<file path="src/rtl/m_shared_bus_sequencer.sv">
`default_nettype none
// ============================================================================
//  Module   : m_shared_bus_sequencer
//  Purpose  : Lets the J1A CPU and a video fetch requester share one
//             single-ported Wishbone memory. The J1A's lock-stepped
//             instruction/data buses (one shared STB/ACK) are split into a
//             sequential INS phase and an optional DAT phase; the CPU sees a
//             single ACK pulse once all required phases are done. Video
//             reads are interleaved round-robin between CPU transactions.
//  Ports    : sys_clk_i/sys_res_i     clock, synchronous active-high reset
//             cpu_*                   J1A shared-strobe bus (ins + dat)
//             vid_*                   video read requester
//             mem_*                   single Wishbone master port to memory
//  Revision : 1.0  initial release
// ============================================================================
module m_shared_bus_sequencer #(
    parameter logic [1:0] INS_BASE = 2'b00
) (
    input  logic        sys_clk_i,
    input  logic        sys_res_i,
    // J1A CPU
    input  logic        cpu_stb_i,
    input  logic [12:0] cpu_ins_adr_i,
    output logic [15:0] cpu_ins_dat_o,
    input  logic [14:0] cpu_dat_adr_i,
    input  logic [15:0] cpu_dat_dat_i,
    output logic [15:0] cpu_dat_dat_o,
    output logic        cpu_ack_o,
    // video fetch
    input  logic        vid_cyc_i,
    input  logic [14:0] vid_adr_i,
    output logic [15:0] vid_dat_o,
    output logic        vid_ack_o,
    // memory
    output logic        mem_cyc_o,
    output logic        mem_stb_o,
    output logic        mem_we_o,
    output logic [14:0] mem_adr_o,
    output logic [15:0] mem_dat_o,
    input  logic [15:0] mem_dat_i,
    input  logic        mem_ack_i
);

    typedef enum logic [2:0] {
        S_IDLE = 3'd0,
        S_INS  = 3'd1,
        S_DEC  = 3'd2,
        S_DAT  = 3'd3,
        S_CACK = 3'd4,
        S_VID  = 3'd5,
        S_VACK = 3'd6
    } state_t;

    state_t      r_state;
    logic        r_stb;
    logic        r_we;
    logic [14:0] r_adr;
    logic [15:0] r_ins_dat;
    logic [15:0] r_dat_dat;
    logic [15:0] r_vid_dat;
    logic        r_cpu_ack;
    logic        r_vid_ack;
    logic        r_last_vid;   // 1: video was granted last, so CPU wins a tie

    logic        w_grant_cpu;
    logic        w_is_mem_op;
    logic        w_need_dat;
    logic        w_is_wr;

    // Round-robin: CPU wins unless video also asks and the CPU went last.
    assign w_grant_cpu = cpu_stb_i && (!vid_cyc_i || r_last_vid);

    // J1A ALU-class instructions (011) carry the memory-read (T field 4'hC)
    // and N->[T] store (bit 5) side effects that need a data phase.
    assign w_is_mem_op = (r_ins_dat[15:13] == 3'b011);
    assign w_need_dat  = w_is_mem_op && ((r_ins_dat[11:8] == 4'hC) || r_ins_dat[5]);
    assign w_is_wr     = w_is_mem_op && r_ins_dat[5];

    always_ff @(posedge sys_clk_i) begin
        if (sys_res_i) begin
            r_state    <= S_IDLE;
            r_stb      <= 1'b0;
            r_we       <= 1'b0;
            r_adr      <= 15'd0;
            r_ins_dat  <= 16'h0000;
            r_dat_dat  <= 16'h0000;
            r_vid_dat  <= 16'h0000;
            r_cpu_ack  <= 1'b0;
            r_vid_ack  <= 1'b0;
            r_last_vid <= 1'b1;
        end else begin
            case (r_state)
                S_IDLE: begin
                    if (w_grant_cpu) begin
                        r_state <= S_INS;
                        r_stb   <= 1'b1;
                        r_we    <= 1'b0;
                        r_adr   <= {INS_BASE, cpu_ins_adr_i};
                    end else if (vid_cyc_i) begin
                        r_state <= S_VID;
                        r_stb   <= 1'b1;
                        r_we    <= 1'b0;
                        r_adr   <= vid_adr_i;
                    end
                end
                S_INS: begin
                    if (mem_ack_i) begin
                        r_ins_dat <= mem_dat_i;
                        r_stb     <= 1'b0;
                        r_state   <= S_DEC;
                    end
                end
                S_DEC: begin
                    if (w_need_dat) begin
                        r_state <= S_DAT;
                        r_stb   <= 1'b1;
                        r_we    <= w_is_wr;
                        r_adr   <= cpu_dat_adr_i;
                    end else begin
                        r_state   <= S_CACK;
                        r_cpu_ack <= 1'b1;
                    end
                end
                S_DAT: begin
                    if (mem_ack_i) begin
                        if (!r_we) begin
                            r_dat_dat <= mem_dat_i;
                        end
                        r_stb     <= 1'b0;
                        r_we      <= 1'b0;
                        r_cpu_ack <= 1'b1;
                        r_state   <= S_CACK;
                    end
                end
                S_CACK: begin
                    r_cpu_ack  <= 1'b0;
                    r_last_vid <= 1'b0;
                    r_state    <= S_IDLE;
                end
                S_VID: begin
                    if (mem_ack_i) begin
                        r_vid_dat <= mem_dat_i;
                        r_stb     <= 1'b0;
                        r_vid_ack <= 1'b1;
                        r_state   <= S_VACK;
                    end
                end
                S_VACK: begin
                    r_vid_ack  <= 1'b0;
                    r_last_vid <= 1'b1;
                    r_state    <= S_IDLE;
                end
                default: begin
                    r_state <= S_IDLE;
                    r_stb   <= 1'b0;
                    r_we    <= 1'b0;
                end
            endcase
        end
    end

    assign cpu_ins_dat_o = r_ins_dat;
    assign cpu_dat_dat_o = r_dat_dat;
    assign cpu_ack_o     = r_cpu_ack;
    assign vid_dat_o     = r_vid_dat;
    assign vid_ack_o     = r_vid_ack;
    assign mem_cyc_o     = r_stb;
    assign mem_stb_o     = r_stb;
    assign mem_we_o      = r_we;
    assign mem_adr_o     = r_adr;
    assign mem_dat_o     = cpu_dat_dat_i;

endmodule
`default_nettype wire

</file>
<file path="config.mk">
export PLATFORM = sky130hd
export DESIGN_NAME = m_shared_bus_sequencer
export DESIGN_NICKNAME = d
export VERILOG_FILES = /design/src/rtl/m_shared_bus_sequencer.sv
export SDC_FILE = /design/constraint.sdc
export NUM_CORES = 1
export LEC_CHECK = 0
export ABC_CLOCK_PERIOD_IN_PS = 1550
export CAP_MARGIN = 20
export CELL_PAD_IN_SITES_DETAIL_PLACEMENT = 1
export CELL_PAD_IN_SITES_GLOBAL_PLACEMENT = 2
export CORE_UTILIZATION = 19
export DETAILED_ROUTE_END_ITERATION = 10
export HOLD_SLACK_MARGIN = 0.05
export PLACE_DENSITY_LB_ADDON = 0.25
export SYNTH_ARGS = -nofsm -noshare
export SYNTH_HDL_FRONTEND = slang
export SYNTH_SLANG_ARGS = --single-unit
export TNS_END_PERCENT = 5
</file>
<file path="constraint.sdc">
create_clock -name sys_clk_i -period 1.55 [get_ports sys_clk_i]
set_clock_uncertainty 0.05 [all_clocks]
set_input_delay 0.2325 -clock sys_clk_i [delete_from_list [all_inputs] [get_ports sys_clk_i]]
set_output_delay 0.2325 -clock sys_clk_i [all_outputs]
set_load 0.03 [all_outputs]
</file>
==> results of run 1 <==
sequential cells by signal, summed over array words and instances, names as in the netlist:
name / cells
mem_cyc_o: 1
vid_dat_o: 16
r_state: 3
cpu_ins_dat_o: 16
cpu_ack_o: 1
vid_ack_o: 1
cpu_dat_dat_o: 16
mem_we_o: 1
r_last_vid: 1
mem_adr_o: 15
worst max-delay path by stage:
stage | start | end | slack, ns | depth (start not counted)
finish | r_state[2] | mem_adr_o[1] | -0.04 | 5
global route | r_state[2] | mem_adr_o[1] | -0.13 | 5
CTS | r_state[2] | mem_adr_o[1] | -0.06 | 5
detailed placement | mem_ack_i | cpu_ins_dat_o[9] | -0.31 | 6
global placement | cpu_stb_i | r_state[1] | -0.29 | 6
floorplan | r_state[2] | mem_adr_o[10] | -0.06 | 6
worst max-delay path, cell delays in order, from the launching register on:
cell	delay (ns)
dfxtp_2	0.33
or3b_4	0.41
a211oi_4	0.21
buf_12	0.20
o221ai_1	0.15
a21oi_1	0.16
logic make-up after synthesis:
family | count (synthesis)
flip-flops | 71
buffers and inverters | 56
AO/OA/AOI/OAI | 134
AND/OR/NAND/NOR | 156
layout make-up:
class	instances	area, µm²
multi-input cells	290	1710
fillers	2011	11400
well taps	220	275
repair buffers	172	1700
flip-flops and latches	71	1430
inverters	4	18.8
clock buffers	11	253
clock inverters	5	56.3
placed cells by master, fill, tap and decap left out, types with 2 or more instances in the layout:
cell type / Yosys / routed
nor2_1: 7 / 7
nand2_1: 104 / 104
dfxtp_2: 0 / 5
o31ai_1: 2 / 2
clkinv_2: 0 / 2
a22oi_1: 5 / 3
a31oi_1: 2 / 2
clkbuf_16: 0 / 11
a21o_1: 3 / 3
buf_12: 0 / 9
a21oi_1: 70 / 68
a21oi_2: 0 / 2
a22oi_2: 0 / 2
a21boi_0: 13 / 13
dlygate4sd2_1: 0 / 68
clkinvlp_4: 0 / 2
and3_1: 2 / 2
o221ai_1: 5 / 5
o21ai_0: 5 / 4
a31o_2: 13 / 13
clkdlybuf4s50_1: 0 / 62
dfxtp_1: 71 / 66
inv_1: 4 / 3
o21ai_1: 1 / 2
buf_6: 1 / 4
nand3b_1: 2 / 2
nand2b_1: 15 / 15
nand3_1: 16 / 15
buf_4: 17 / 25
clkbuf_8: 0 / 2
o221ai_2: 8 / 8
through the flow:
| stage | hold slack [ns] | TNS (ns) | worst slack (ns) |
|---|---|---|---|
| floorplan | 0.311 | -1.24 | -0.0645 |
| global placement | 0.393 | -14.53 | -0.286 |
| detailed placement | 0.401 | -16.18 | -0.315 |
| CTS | 0.223 | -0.126 | -0.0560 |
| global route | 0.241 | -1.01 | -0.130 |
| finish | 0.228 | -0.0698 | -0.0432 |
timing repair:
action,in CTS,in global routing
gates resized for setup,74,18
setup endpoints to repair,98,66
gates cloned,0,2
setup buffers,0,2
pin swaps,7,4
per-layer routing:
| metal | part of all wire [%] | track usage, % | vias to the layer above | routed length (µm) |
|---|---|---|---|---|
| met4 | 1.3 | 4.68 | 0 | 164 |
| met1 | 46 | 17.6 | 1677 | 5870 |
| met5 | 0 | 0 | - | 0 |
| li1 | - | - | 1700 | - |
| met2 | 49 | 24.6 | 86 | 6250 |
| met3 | 4.7 | 3.67 | 17 | 601 |
report_power, final:
| part | total [µW] | switching [µW] | internal [µW] | leakage [µW] |
|---|---|---|---|---|
| clock network | 2180 | 845 | 1330 | 0.000152 |
| registers | 2030 | 81.2 | 1950 | 0.000579 |
| logic | 1530 | 829 | 702 | 0.00145 |
| total | 5740 | 1760 | 3990 | 0.00218 |
==> flow_summary.json, run 1 <==
{
  "synth_top_area_cell": "dfxtp_1",
  "hold_viol_final": 0,
  "wl_um": 12900,
  "ys_async_sr_fraction_pct": 0,
  "drc": 0,
  "htreeDepth": 3,
  "holdBufCountCts": 0,
  "power_uw": 5740,
  "required_ns": 1.77,
  "fin_util_pct": 32.4,
  "grt_pass1_vias": 3626,
  "criticalPathCategory": "flop to flop",
  "initial_utilization_pct": 19.8,
  "place_area_um2": 5060,
  "fmax_mhz": 628,
  "synth_enable_flop_cells": 0,
  "synth_area_um2": 3320,
  "fin_ws_ns": -0.0432,
  "yosys_warnings": 0,
  "arrival_ns": 1.81,
  "report.final.slew_viol_count": 0,
  "start_kind": "flop",
  "nNetsFinal": 628,
  "cp-end-kind": "flop",
  "io_pins": 164,
  "dieHeight_um": 134,
  "drive_gt1_share_pct": 18.1,
  "die_x_um": 134,
  "p_leak_uw": 0.00218,
  "avgSynthCellArea_um2": 7.97,
  "yosysSeqAreaShare_pct": 42.8,
  "cts_buffers": 9,
  "coreArea_um2": 16800,
  "synth-simple-area-share_pct": 21.1,
  "grt_overflow": 0,
  "hp-class": "input port to flop",
  "via_per_inst": 4.50,
  "avgRoutedWirePerCell_um": 16.7,
  "post-route-min-period_ns": 1.59,
  "syn2layout_area_growth_pct": 63.8,
  "synth_ff_type": "dfxtp_1",
  "die_area_um2": 18000,
  "peakVddDrop_mv": 0.474,
  "synth_common_cells": "nand2_1 (104), dfxtp_1 (71), a21oi_1 (70)",
  "synthXorXnorAreaFrac_pct": 0,
  "worstPathMaxFanout": 15,
  "synth_cell_type_count": 40,
  "synth-compound-area-share_pct": 27.5,
  "status": "finished, violations left",
  "syn_nets": 497,
  "netlist_top_cells_area": "dfxtp_1 (43%), nand2_1 (12%), a21oi_1 (11%), buf_4 (3.8%), o221ai_2 (3.6%)",
  "grt_pass1_wl_um": 20000,
  "yosysMostFrequentCell": "nand2_1",
  "netlist.area_leader.share_pct": 42.8,
  "drt_iter0_drc": 96,
  "worstRegToRegCells": 5,
  "dp_hpwl_um": 9300,
  "rows": 47,
  "cts_tree": "done",
  "hold_depth": 3,
  "cts-root-buf": "clkbuf_16",
  "powerDensity_nw_per_um2": 1050,
  "grt_max_degree": 53,
  "worstMarginPinSlew_ns": 0.347,
  "setup_viol": 3,
  "synth-adder-area-share_pct": 0,
  "dp_cells": 753,
  "cts_sinks": 71,
  "ys_seq_elements": 71,
  "hp-start": "sys_res_i",
  "first_pass_iters": 4,
  "reg2reg_slack_ns": -0.04,
  "vias": 3480,
  "gp_congestion": 0.715,
  "antenna_found_initial": 0,
  "design_area_um2": 5440,
  "synthMuxAreaShare_pct": 0,
  "fin_crit_sh_pct": 103,
  "maxSlewHeadroom_pct": 77.0,
  "diodes": 0,
  "r2r-end": "mem_adr_o[1]",
  "io_buffer_count": 131,
  "synth_top_family_by_area": "compound AO/OA/AOI/OAI gates",
  "clock_latency_ns": 0.34,
  "clockBufferDepth": 2,
  "failed_checks": "negative setup slack",
  "drv_cap": 0,
  "rsz0062_at_grt": "true",
  "synthCells": 417,
  "hold_end": "mem_we_o",
  "stdcell_count": 773,
  "ant_nets": 0,
  "rr_startpoint": "r_state[2]",
  "groute.usage.overall_pct": 14.4,
  "clk_pin_slew_ns": 0.06
}
(Power assumes the default switching activity.)
==> inputs of run 2 (changes only) <==
--- a/config.mk
+++ b/config.mk
@@ -10,6 +10,7 @@
 export CELL_PAD_IN_SITES_DETAIL_PLACEMENT = 1
 export CELL_PAD_IN_SITES_GLOBAL_PLACEMENT = 2
 export CORE_UTILIZATION = 19
+export CTS_CLUSTER_DIAMETER = 80
 export DETAILED_ROUTE_END_ITERATION = 10
 export HOLD_SLACK_MARGIN = 0.05
 export PLACE_DENSITY_LB_ADDON = 0.25
==> results of run 2 <==
No change in the layout: final DEF, timing and power equal those of run 1.
